[src/rtl/dcache_pkg.sv]
// dcache_pkg: shared types, geometry and address slicing helpers for the
// direct-mapped write-back data cache controller.
package dcache_pkg;

  localparam int ADDR_W    = 30;
  localparam int TAG_W     = 22;
  localparam int IDX_W     = 5;
  localparam int OFF_W     = 3;
  localparam int BLK_W     = 256;
  localparam int MADDR_W   = TAG_W + IDX_W;
  localparam int NUM_LINES = 1 << IDX_W;

  typedef enum logic [2:0] {
    S_IDLE      = 3'd0,
    S_COMPARE   = 3'd1,
    S_WRITEBACK = 3'd2,
    S_ALLOCATE  = 3'd3,
    S_REFILL    = 3'd4
  } state_e;

  function automatic logic [TAG_W-1:0] addr_tag(input logic [ADDR_W-1:0] a);
    return a[ADDR_W-1 -: TAG_W];
  endfunction

  function automatic logic [IDX_W-1:0] addr_idx(input logic [ADDR_W-1:0] a);
    return a[OFF_W +: IDX_W];
  endfunction

  function automatic logic [OFF_W-1:0] addr_off(input logic [ADDR_W-1:0] a);
    return a[OFF_W-1:0];
  endfunction

  function automatic logic [MADDR_W-1:0] addr_blk(input logic [ADDR_W-1:0] a);
    return a[ADDR_W-1:OFF_W];
  endfunction

endpackage

[src/rtl/dcache_if.sv]
// dcache_if: CPU load/store port plus 256-bit block memory port.
//
// Handshake semantics: the CPU raises proc_read/proc_write and holds them,
// with address/data stable, until a cycle where proc_stall=0; that cycle is
// the completion cycle (proc_rdata valid for loads). The controller raises
// mem_read/mem_write and holds mem_addr/mem_wdata stable until it samples
// mem_ready=1 on a rising clock edge; mem_rdata is valid while mem_ready=1.
interface dcache_if
  import dcache_pkg::*;
();

  logic               proc_read;
  logic               proc_write;
  logic [ADDR_W-1:0]  proc_addr;
  logic [31:0]        proc_wdata;
  logic               proc_stall;
  logic [31:0]        proc_rdata;

  logic               mem_read;
  logic               mem_write;
  logic [MADDR_W-1:0] mem_addr;
  logic [BLK_W-1:0]   mem_wdata;
  logic [BLK_W-1:0]   mem_rdata;
  logic               mem_ready;

  // Controller side.
  modport slave (
    input  proc_read, proc_write, proc_addr, proc_wdata,
    output proc_stall, proc_rdata,
    output mem_read, mem_write, mem_addr, mem_wdata,
    input  mem_rdata, mem_ready
  );

  // CPU and memory side.
  modport master (
    output proc_read, proc_write, proc_addr, proc_wdata,
    input  proc_stall, proc_rdata,
    input  mem_read, mem_write, mem_addr, mem_wdata,
    output mem_rdata, mem_ready
  );

endinterface

[src/rtl/dcache_tag_array.sv]
// dcache_tag_array: per-line tag/valid/dirty state. Combinational read of
// the addressed line, synchronous write, asynchronous clear on reset.
module dcache_tag_array
  import dcache_pkg::*;
(
  input  logic             clk,
  input  logic             rst_n,
  input  logic [IDX_W-1:0] idx,
  input  logic             fill,
  input  logic [TAG_W-1:0] fill_tag,
  input  logic             set_dirty,
  output logic [TAG_W-1:0] rd_tag,
  output logic             rd_valid,
  output logic             rd_dirty
);

  logic [TAG_W-1:0]     tag_q [NUM_LINES];
  logic [NUM_LINES-1:0] valid_q;
  logic [NUM_LINES-1:0] dirty_q;

  assign rd_tag   = tag_q[idx];
  assign rd_valid = valid_q[idx];
  assign rd_dirty = dirty_q[idx];

  // Refill installs a clean valid line; a write hit only marks it dirty.
  always_ff @(posedge clk or negedge rst_n) begin
    if (!rst_n) begin
      for (int i = 0; i < NUM_LINES; i++) tag_q[i] <= '0;
      valid_q <= '0;
      dirty_q <= '0;
    end else if (fill) begin
      tag_q[idx]   <= fill_tag;
      valid_q[idx] <= 1'b1;
      dirty_q[idx] <= 1'b0;
    end else if (set_dirty) begin
      dirty_q[idx] <= 1'b1;
    end
  end

endmodule

[src/rtl/dcache_ctrl.sv]
// dcache_ctrl: direct-mapped write-back cache controller in front of a
// 32x256-bit data-array macro. Hit/miss detection, dirty-victim write-back
// and block refill over a 256-bit memory handshake.
// Optional: define DCACHE_STATS_EN to enable saturating hit/miss counters;
// otherwise hit_cnt/miss_cnt are tied to zero.
module dcache_ctrl
  import dcache_pkg::*;
#(
  parameter int CNT_W = 16
) (
  input  logic             clk,
  input  logic             rst_n,
  dcache_if.slave          bus,
  output logic [IDX_W-1:0] da_A,
  output logic [BLK_W-1:0] da_D,
  output logic             da_WEN,
  input  logic [BLK_W-1:0] da_Q,
  output logic [CNT_W-1:0] hit_cnt,
  output logic [CNT_W-1:0] miss_cnt,
  output state_e           dbg_state
);

  state_e           state;
  logic [BLK_W-1:0] victim_q;
  logic [BLK_W-1:0] refill_q;
  logic [TAG_W-1:0] req_tag;
  logic [TAG_W-1:0] line_tag;
  logic [IDX_W-1:0] req_idx;
  logic [OFF_W-1:0] req_off;
  logic             req_act;
  logic             line_valid;
  logic             line_dirty;
  logic             hit;
  logic             fill;
  logic             set_dirty;

  assign req_tag   = addr_tag(bus.proc_addr);
  assign req_idx   = addr_idx(bus.proc_addr);
  assign req_off   = addr_off(bus.proc_addr);
  assign req_act   = bus.proc_read | bus.proc_write;
  assign hit       = line_valid && (line_tag == req_tag);
  assign fill      = (state == S_REFILL);
  assign set_dirty = (state == S_COMPARE) && hit && bus.proc_write;
  assign da_A      = req_idx;
  assign dbg_state = state;

  dcache_tag_array u_tags (
    .clk      (clk),
    .rst_n    (rst_n),
    .idx      (req_idx),
    .fill     (fill),
    .fill_tag (req_tag),
    .set_dirty(set_dirty),
    .rd_tag   (line_tag),
    .rd_valid (line_valid),
    .rd_dirty (line_dirty)
  );

  // Controller FSM; victim and refill blocks are captured on the way through.
  always_ff @(posedge clk or negedge rst_n) begin
    if (!rst_n) begin
      state    <= S_IDLE;
      victim_q <= '0;
      refill_q <= '0;
    end else begin
      case (state)
        S_IDLE:      if (req_act) state <= S_COMPARE;
        S_COMPARE: begin
          if (hit || !req_act) begin
            state <= S_IDLE;
          end else if (line_valid && line_dirty) begin
            victim_q <= da_Q;
            state    <= S_WRITEBACK;
          end else begin
            state <= S_ALLOCATE;
          end
        end
        // Memory transactions run to completion even if the request drops.
        S_WRITEBACK: if (bus.mem_ready) state <= S_ALLOCATE;
        S_ALLOCATE: begin
          if (bus.mem_ready) begin
            refill_q <= bus.mem_rdata;
            state    <= S_REFILL;
          end
        end
        S_REFILL:    state <= S_COMPARE;
        default:     state <= S_IDLE;
      endcase
    end
  end

  // Per-state drive of the CPU, memory and data-array ports.
  always_comb begin
    bus.proc_stall = 1'b0;
    bus.proc_rdata = '0;
    bus.mem_read   = 1'b0;
    bus.mem_write  = 1'b0;
    bus.mem_addr   = '0;
    bus.mem_wdata  = '0;
    da_D           = '0;
    da_WEN         = 1'b1;
    case (state)
      S_IDLE:    bus.proc_stall = req_act;
      S_COMPARE: begin
        bus.proc_stall = req_act && !hit;
        if (hit && bus.proc_write) begin
          // Stores win when both strobes are raised together.
          da_WEN                       = 1'b0;
          da_D                         = da_Q;
          da_D[{req_off, 5'd0} +: 32]  = bus.proc_wdata;
        end else if (hit && bus.proc_read) begin
          bus.proc_rdata = da_Q[{req_off, 5'd0} +: 32];
        end
      end
      S_WRITEBACK: begin
        bus.proc_stall = 1'b1;
        bus.mem_write  = 1'b1;
        bus.mem_addr   = {line_tag, req_idx};
        bus.mem_wdata  = victim_q;
      end
      S_ALLOCATE: begin
        bus.proc_stall = 1'b1;
        bus.mem_read   = 1'b1;
        bus.mem_addr   = addr_blk(bus.proc_addr);
      end
      S_REFILL: begin
        bus.proc_stall = 1'b1;
        da_WEN         = 1'b0;
        da_D           = refill_q;
      end
      default: ;
    endcase
  end

`ifdef DCACHE_STATS_EN
  // High between REFILL and the following COMPARE so that re-check is not counted.
  logic refill_seen;

  // Saturating statistics, counted on the first COMPARE of each request.
  always_ff @(posedge clk or negedge rst_n) begin
    if (!rst_n) begin
      hit_cnt     <= '0;
      miss_cnt    <= '0;
      refill_seen <= 1'b0;
    end else begin
      if (state == S_REFILL)       refill_seen <= 1'b1;
      else if (state == S_COMPARE) refill_seen <= 1'b0;
      if (state == S_COMPARE && !refill_seen && req_act) begin
        if (hit) begin
          if (hit_cnt != '1) hit_cnt <= hit_cnt + CNT_W'(1);
        end else begin
          if (miss_cnt != '1) miss_cnt <= miss_cnt + CNT_W'(1);
        end
      end
    end
  end
`else
  assign hit_cnt  = '0;
  assign miss_cnt = '0;
`endif

endmodule

[src/flat_wrapper.sv]
// flat-port wrapper written by rule: the top's interface ports become plain ports
module dcache_ctrl_flat import dcache_pkg::*;
#(
  parameter int CNT_W = 16
)
  (clk, rst_n, da_A, da_D, da_WEN, da_Q, hit_cnt, miss_cnt, dbg_state, bus_proc_read, bus_proc_write, bus_proc_addr, bus_proc_wdata, bus_proc_stall, bus_proc_rdata, bus_mem_read, bus_mem_write, bus_mem_addr, bus_mem_wdata, bus_mem_rdata, bus_mem_ready);
  dcache_if bus_i ();
  input  logic clk;
  input  logic rst_n;
  output logic [IDX_W-1:0] da_A;
  output logic [BLK_W-1:0] da_D;
  output logic da_WEN;
  input  logic [BLK_W-1:0] da_Q;
  output logic [CNT_W-1:0] hit_cnt;
  output logic [CNT_W-1:0] miss_cnt;
  output state_e dbg_state;
  input wire logic [$bits(bus_i.proc_read)-1:0] bus_proc_read;
  input wire logic [$bits(bus_i.proc_write)-1:0] bus_proc_write;
  input wire logic [$bits(bus_i.proc_addr)-1:0] bus_proc_addr;
  input wire logic [$bits(bus_i.proc_wdata)-1:0] bus_proc_wdata;
  output wire logic [$bits(bus_i.proc_stall)-1:0] bus_proc_stall;
  output wire logic [$bits(bus_i.proc_rdata)-1:0] bus_proc_rdata;
  output wire logic [$bits(bus_i.mem_read)-1:0] bus_mem_read;
  output wire logic [$bits(bus_i.mem_write)-1:0] bus_mem_write;
  output wire logic [$bits(bus_i.mem_addr)-1:0] bus_mem_addr;
  output wire logic [$bits(bus_i.mem_wdata)-1:0] bus_mem_wdata;
  input wire logic [$bits(bus_i.mem_rdata)-1:0] bus_mem_rdata;
  input wire logic [$bits(bus_i.mem_ready)-1:0] bus_mem_ready;
  assign bus_i.proc_read = bus_proc_read;
  assign bus_i.proc_write = bus_proc_write;
  assign bus_i.proc_addr = bus_proc_addr;
  assign bus_i.proc_wdata = bus_proc_wdata;
  assign bus_proc_stall = bus_i.proc_stall;
  assign bus_proc_rdata = bus_i.proc_rdata;
  assign bus_mem_read = bus_i.mem_read;
  assign bus_mem_write = bus_i.mem_write;
  assign bus_mem_addr = bus_i.mem_addr;
  assign bus_mem_wdata = bus_i.mem_wdata;
  assign bus_i.mem_rdata = bus_mem_rdata;
  assign bus_i.mem_ready = bus_mem_ready;
  dcache_ctrl #(.CNT_W(CNT_W)) u_core (.clk(clk), .rst_n(rst_n), .bus(bus_i), .da_A(da_A), .da_D(da_D), .da_WEN(da_WEN), .da_Q(da_Q), .hit_cnt(hit_cnt), .miss_cnt(miss_cnt), .dbg_state(dbg_state));
endmodule
[config.mk]
export PLATFORM = sky130hd
export DESIGN_NAME = dcache_ctrl_flat
export DESIGN_NICKNAME = d
export VERILOG_FILES = /design/src/rtl/dcache_pkg.sv /design/src/rtl/dcache_if.sv /design/src/rtl/dcache_tag_array.sv /design/src/rtl/dcache_ctrl.sv /design/src/flat_wrapper.sv
export SDC_FILE = /design/constraint.sdc
export NUM_CORES = 2
export LEC_CHECK = 0
export ABC_CLOCK_PERIOD_IN_PS = 6000
export CAP_MARGIN = 5
export CORE_AREA = 2 2 469 471
export CTS_BUF_LIST = sky130_fd_sc_hd__clkbuf_2
export DETAILED_ROUTE_END_ITERATION = 8
export DIE_AREA = 0 0 471 473
export MAX_ROUTING_LAYER = met4
export PLACE_DENSITY = 0.58
export SLEW_MARGIN = 20
export SYNTH_ARGS = -nofsm -noshare
export SYNTH_HDL_FRONTEND = slang
export SYNTH_SLANG_ARGS = --single-unit
[constraint.sdc]
create_clock -name clk -period 6 [get_ports clk]
set_clock_uncertainty 0.15 [all_clocks]
set_input_delay 1.2 -clock clk [delete_from_list [all_inputs] [get_ports clk]]
set_output_delay 1.2 -clock clk [all_outputs]
set_load 0.02 [all_outputs]
# After elaboration in Yosys (flattened, before gate mapping)
# Cells that the tools add are included.
# W data, S select, Z words.
dict set report classes {
  n_addsub 1
  magnitude_cmp 4
  eq_ne 8
  shifts 3
  n_mux 33
  bitwise_logic 7
  n_reduce_logical 18
}
# cell n
set op_table {}
lappend op_table {{$bwmux W704} 1}
lappend op_table {{$mux W256} 2}
lappend op_table {{$pmux W256 S2} 1}
lappend op_table {{$bwmux W256} 1}
lappend op_table {{$shift A32 B10 Y256 const A} 1}
lappend op_table {{$shiftx A256 B9 Y32} 1}
lappend op_table {{$shiftx A32 B10 Y256} 1}
lappend op_table {{$mux W32} 5}
lappend op_table {{$bmux W22 S5} 1}
lappend op_table {{$demux W22 S5} 1}
lappend op_table {{$mux W22} 3}
lappend op_table {{$or A32 B32 Y32} 2}
lappend op_table {{$pmux W27 S2} 1}
lappend op_table {{$and A32 B32 Y32} 1}
lappend op_table {{$not A32 Y32} 1}
lappend op_table {{$eq A22 B22 Y1} 1}
lappend op_table {{$pmux W3 S5} 1}
lappend op_table {{$mux W3} 4}
lappend op_table {{$bmux W1 S5} 2}
lappend op_table {{$neg A8 Y10} 1}
lappend op_table {{$logic_and A1 B1 Y1} 9}
lappend op_table {{$mux W1} 7}
lappend op_table {{$eq A3 B2 Y1 const B} 2}
lappend op_table {{$ge A6 B6 Y1 const B} 1}
lappend op_table {{other kinds (20)} 23}
dict set report word_totals {
  ff_bits 1283
  in_bits 579
  output_inout_bits 615
  word_cells 111
}

# Longest topological paths before layout
dict set report depth {
  word_depth 10
  depth_mapped 17
  depth_no_buf 9
}

# Cells and area by module
# Synthesis repeated with hierarchy kept, for this count alone.
dict set report hier_totals {
  hier_cells 5162
  hier_area_um2 64204.1
}
# mod n_inst cells_each area_per_inst_um2 seq_area_each_um2
set by_module_without_submodules {}
lappend by_module_without_submodules {dcache_tag_array 1 2528 34809.6 19218.4}
lappend by_module_without_submodules {dcache_ctrl 1 2634 29394.4 12887.4}

# Worst setup path after synthesis
# OpenSTA, ideal clock, no wires.
dict set report synth_timing {
  path_type {input -> output}
  from {input port bus_proc_addr[5]}
  to {output port da_D[156]}
  t_arrival_ns 4.624
  required_time_ns 4.650
  slack_ns 0.026
  stages 14
  path_buffers 5
  path_cell_list {buf_2 > or4b_2 > buf_2 > buf_2 > o22ai_1 > nor4_2 > nand2_1 > xnor2_1 > nand4b_1 > or4_4 > or3_1 > buf_2 > clkbuf_1 > o21ai_0}
}
dict set report synth_via {
  elab_chain_len 9
}
# item line
set synth_rtl {}
lappend synth_rtl {{start: declaration} flat_wrapper.sv:19} ;# input wire logic [$bits(bus_i.proc_addr)-1:0] bus_proc_addr;
lappend synth_rtl {{$not A5 Y6 (implied by the code)} dcache_tag_array.sv:21} ;# assign rd_tag = tag_q[idx];
lappend synth_rtl {{$bmux W22 S5} dcache_tag_array.sv:21}
lappend synth_rtl {{$mux W22 (implied by the code) (2 in a row)} dcache_tag_array.sv:21}
lappend synth_rtl {{$eq A22 B22 Y1} dcache_ctrl.sv:41} ;# assign hit = line_valid && (line_tag == req_tag);
lappend synth_rtl {{$logic_and A1 B1 Y1 (*)} dcache_ctrl.sv:41}
lappend synth_rtl {{$logic_and A1 B1 Y1 (*)} dcache_ctrl.sv:106} ;# if (hit && bus.proc_write) begin
lappend synth_rtl {{$mux W256 (*)} dcache_ctrl.sv:106}
lappend synth_rtl {{$pmux W256 S2 (*)} dcache_ctrl.sv:102} ;# case (state)
lappend synth_rtl {{end: declaration} flat_wrapper.sv:11} ;# output logic [BLK_W-1:0] da_D;
# Every way passes the cells marked *; elsewhere a longest branch is shown, timed or not. The select of a mux whose other input is x is not followed.

# Worst setup path in the final report
dict set report layout_timing {
  from {register u_core.u_tags.tag_q[131] (netlist name)}
  to {output port da_D[47]}
}
dict set report layout_via {
  elab_chain_len 8
}
# item line
set layout_rtl {}
lappend layout_rtl {{start: declaration} dcache_tag_array.sv:17} ;# logic [TAG_W-1:0] tag_q [NUM_LINES];
lappend layout_rtl {{start signal: indexed assignment} dcache_tag_array.sv:32} ;# tag_q[idx] <= fill_tag;
lappend layout_rtl {{$bmux W22 S5} dcache_tag_array.sv:21}
lappend layout_rtl {{$mux W22 (implied by the code) (2 in a row)} dcache_tag_array.sv:21}
lappend layout_rtl {{$eq A22 B22 Y1} dcache_ctrl.sv:41}
lappend layout_rtl {{$logic_and A1 B1 Y1} dcache_ctrl.sv:41}
lappend layout_rtl {{$logic_and A1 B1 Y1} dcache_ctrl.sv:106}
lappend layout_rtl {{$mux W256} dcache_ctrl.sv:106}
lappend layout_rtl {{$pmux W256 S2} dcache_ctrl.sv:102}
# No other way between the ends. The select of a mux whose other input is x is not followed.

==> impl_metrics.csv <==
group,metric,value,unit
power_and_ir_drop,p_comb_frac,0.314,
min_path,holdCritPathClass,"in -> reg",
route,wl,481000,µm
die,dieHeight,473,µm
route,vias,60900,
route,via_per_inst,5.62,
route,drc,0,
global_routing,grt_use_total,0.429,
timing,fin_crit_sh,1.21,
synth,async_flop_share,1.00,
cells_and_area,regArea,32100,µm²
timing,setup_violations,290,
placed_design,gp_congestion,1.12,
synth,synthesis.area,64400,µm²
critical_path,cp_data_arrival_time,5890,ps
clock_tree,clk_latency,1980,ps
critical_path,path_max_fanout,6,
clock_tree,cts_buffers,378,
die,pin_count,1194,
route,wire_per_inst,44.4,µm
timing,min_period,7240,ps
global_routing,grt_start_max_net_pins,153,
critical_path,path_class,"reg -> out",
placed_design,place_area,84100,µm²
global_routing,grt_pass1_vias,60000,
timing,relSlewSlack,0.0931,
die,rows,172,
clock_tree,cts_root_buf,"clkbuf_2",
timing,finalHoldViolations,0,
synth,yosysSeqAreaShare,0.499,
clock_tree,cts_sinks,1283,
synth,ys_ff_latch,1283,
cells_and_area,final_area,96500,µm²
clock_tree,cts_tree,"done",
timing,max_freq,138,MHz
power_and_ir_drop,pwr-share-seq,0.444,
critical_path,r2r_slack,1370,ps
timing,drv_slew,0,
critical_path,crit_required,4650,ps
route,ant_nets,0,
outcome,status,"complete, but fails checks",
synth,synth-edff-count,0,
synth,ys.flop_type,"dfrtp_1",
timing,max_slew.worst_pin.slew,1360,ps
cells_and_area,syn_to_final_growth,49.8,%
cells_and_area,drive_gt1_frac,0.423,
timing,setup_tns,-294340,ps
power_and_ir_drop,p_clk_frac,0.242,
timing,layout_setup_ws,-1240,ps
power_and_ir_drop,switchingPower,10400,µW
global_routing,grt_remaining_overflow,0,
die,start_util,0.295,
synth,ys_types,54,
synth,synth.top_cell.area_share,0.499,
die,die_area,223000,µm²
clock_tree,clkTransAtPathRegs,100,ps
global_routing,grt_pass1_wl,605000,µm
cells_and_area,num-fill-cells,20800,
global_routing,antenna_found_initial,197,
placed_design,hpwl,377000,µm
synth,yosys.area.top_type,"dfrtp_1",
clock_tree,h-tree-depth,5,
die,core_area,218000,µm²
power_and_ir_drop,p_leak,0.0444,µW
route,drt_pass1_iterations,6,
synth,avgSynthCellArea,11.8,µm²
power_and_ir_drop,powerDensity,283,nW/µm²
synth,synth_area_leaders,"dfrtp_1 (50%), mux2_2 (21%), mux2i_1 (6.5%)",
placed_design,pre_cts_ws,-1840,ps
placed_design,portBuffers,1161,
run,max_cap_viol_count,0,
critical_path,startpoint_type,"register",
timing,rsz0062_at_grt,"true",
cells_and_area,final_nets,8158,
synth,synthCells,5452,
route,drt-initial-drc-count,7462,
outcome,violations,"setup timing",
cells_and_area,mostFrequentLayoutCells,"dfrtp_1 (1281), mux2_2 (1216), clkdlybuf4s50_1 (858)",
clock_tree,clock_path_buffers,4,
synth,ys_warn_count,0,
power_and_ir_drop,netSwitchingFraction,0.381,
die,die_w,471,µm
critical_path,endpoint_kind,"output port",
cells_and_area,multiInputGateArea,33200,µm²
cells_and_area,final_common_cell,"dfrtp_1",
power_and_ir_drop,intPower,16900,µW
power_and_ir_drop,vdd_drop_max,0.000226,V
-- synthesized netlist by cell type (2+ instances only) --
cell type	instances
or3_1	2
nand4b_1	2
nand3_1	39
or4b_1	2
a22oi_1	5
nand2b_1	17
a221oi_1	2
mux2_2	1216
mux2i_1	417
nor4_2	10
o22ai_1	192
nand4bb_1	2
dfrtp_1	1283
o21ai_2	10
or4b_2	2
and2_1	266
nor2b_1	6
mux4_2	80
buf_6	51
buf_2	41
clkbuf_1	307
ha_1	5
o21ai_1	224
a22o_1	6
nand2_1	479
a21oi_1	259
or2_2	17
o21ai_0	42
nor2_1	241
xnor2_1	15
and3_1	10
or4_1	10
inv_1	19
nor3_1	6
nor3b_1	4
buf_4	84
nand4_1	8
nor4_1	27
buf_1	18
xor2_1	6
or4bb_1	5
nand4b_2	3
-- power by group through the flow --
stage                     registers, µW  clock network, µW  logic, µW
after floorplan                   11400                  0       3850
after global placement            12100                  0       7720
after detailed placement          12100                  0       7760
after CTS                         12000               6750       8160
after global routing              12200               7230       8790
final                             12100               6620       8580
-- flip-flops by register name (all words and copies together), names as in the netlist, named ones only --
name                   flops
u_core.victim_q          256
u_core.refill_q          256
u_core.u_tags.valid_q     32
u_core.u_tags.tag_q      704
u_core.dbg_state           3
-- worst paths after layout --
kind                                             end                 startpoint  depth (start not counted)
max                                         da_D[47]   u_core.u_tags.tag_q[131]                         15
min                             u_core.victim_q[234]                  da_Q[234]                          2
max reg2reg                                 register   u_core.u_tags.tag_q[131]                         19
min reg2reg                u_core.u_tags.valid_q[11]  u_core.u_tags.valid_q[11]                          1
max in group asynchronous       u_core.victim_q[235]                      rst_n                          5
min in group asynchronous   u_core.u_tags.tag_q[505]                      rst_n                          4
-- worst max-delay path, cell delays in order (launching register included) --
cell,delay (ps)
dfrtp_1,390
mux2i_1,140
buf_4,170
o22ai_4,80
nor4_4,300
nand2_1,150
xnor2_2,240
buf_6,160
nand4b_1,100
or4_4,550
or3_4,360
buf_12,160
buf_16,160
buf_16,180
o21ai_4,550
buf_12,190
-- what timing repair did --
| item | CTS | global route |
|---|---|---|
| buffers inserted | 38 | 41 |
| cloned | 19 | 19 |
| hold buffers | 314 | 0 |
| resized for setup | 821 | 509 |
| pin swaps | 80 | 172 |
| endpoints found under the setup margin | 553 | 553 |
| endpoints found under the hold margin | 1525 | 0 |
-- kinds of logic after synthesis --
| logic type | count (synthesis) | synth area share |
|---|---|---|
| xor+xnor | 21 | 0.00286 |
| buf+inv | 521 | 0.0420 |
| fa+ha+maj | 5 | 0.000972 |
| other cells | 1 | 0.0000582 |
| mux | 1713 | 0.305 |
| simple gates | 1162 | 0.0867 |
| compound gates | 746 | 0.0633 |
| flops | 1283 | 0.499 |
-- cell type report --
cell class / instances / share of cell area
clock buffers: 553 / 0.0287
repair buffers: 2211 / 0.249
flip-flops and latches: 1283 / 0.333
clock inverters: 82 / 0.00365
diodes: 139 / 0.00361
well taps: 2871 / 0.0372
multi-input cells: 3680 / 0.344
inverters: 20 / 0.000778
-- stage by stage --
step                hold WS (ps)  total power (µW)  cells   util
detailed placement           299             19900   9670  0.385
finish                       148             27300  10800  0.442
CTS                         1.57             26900  10700  0.427
global route                12.3             28200  10800  0.442
floorplan                    279             15200   5483      -
global placement             294             19800   9670  0.385
-- layer usage --
| layer | global-route usage | wire [µm] |
|---|---|---|
| met5 | - | 0 |
| met4 | 0.294 | 39500 |
| met3 | 0.180 | 55700 |
| met2 | 0.612 | 206000 |
| met1 | 0.486 | 180000 |
Power figures use the tool's default switching activity.
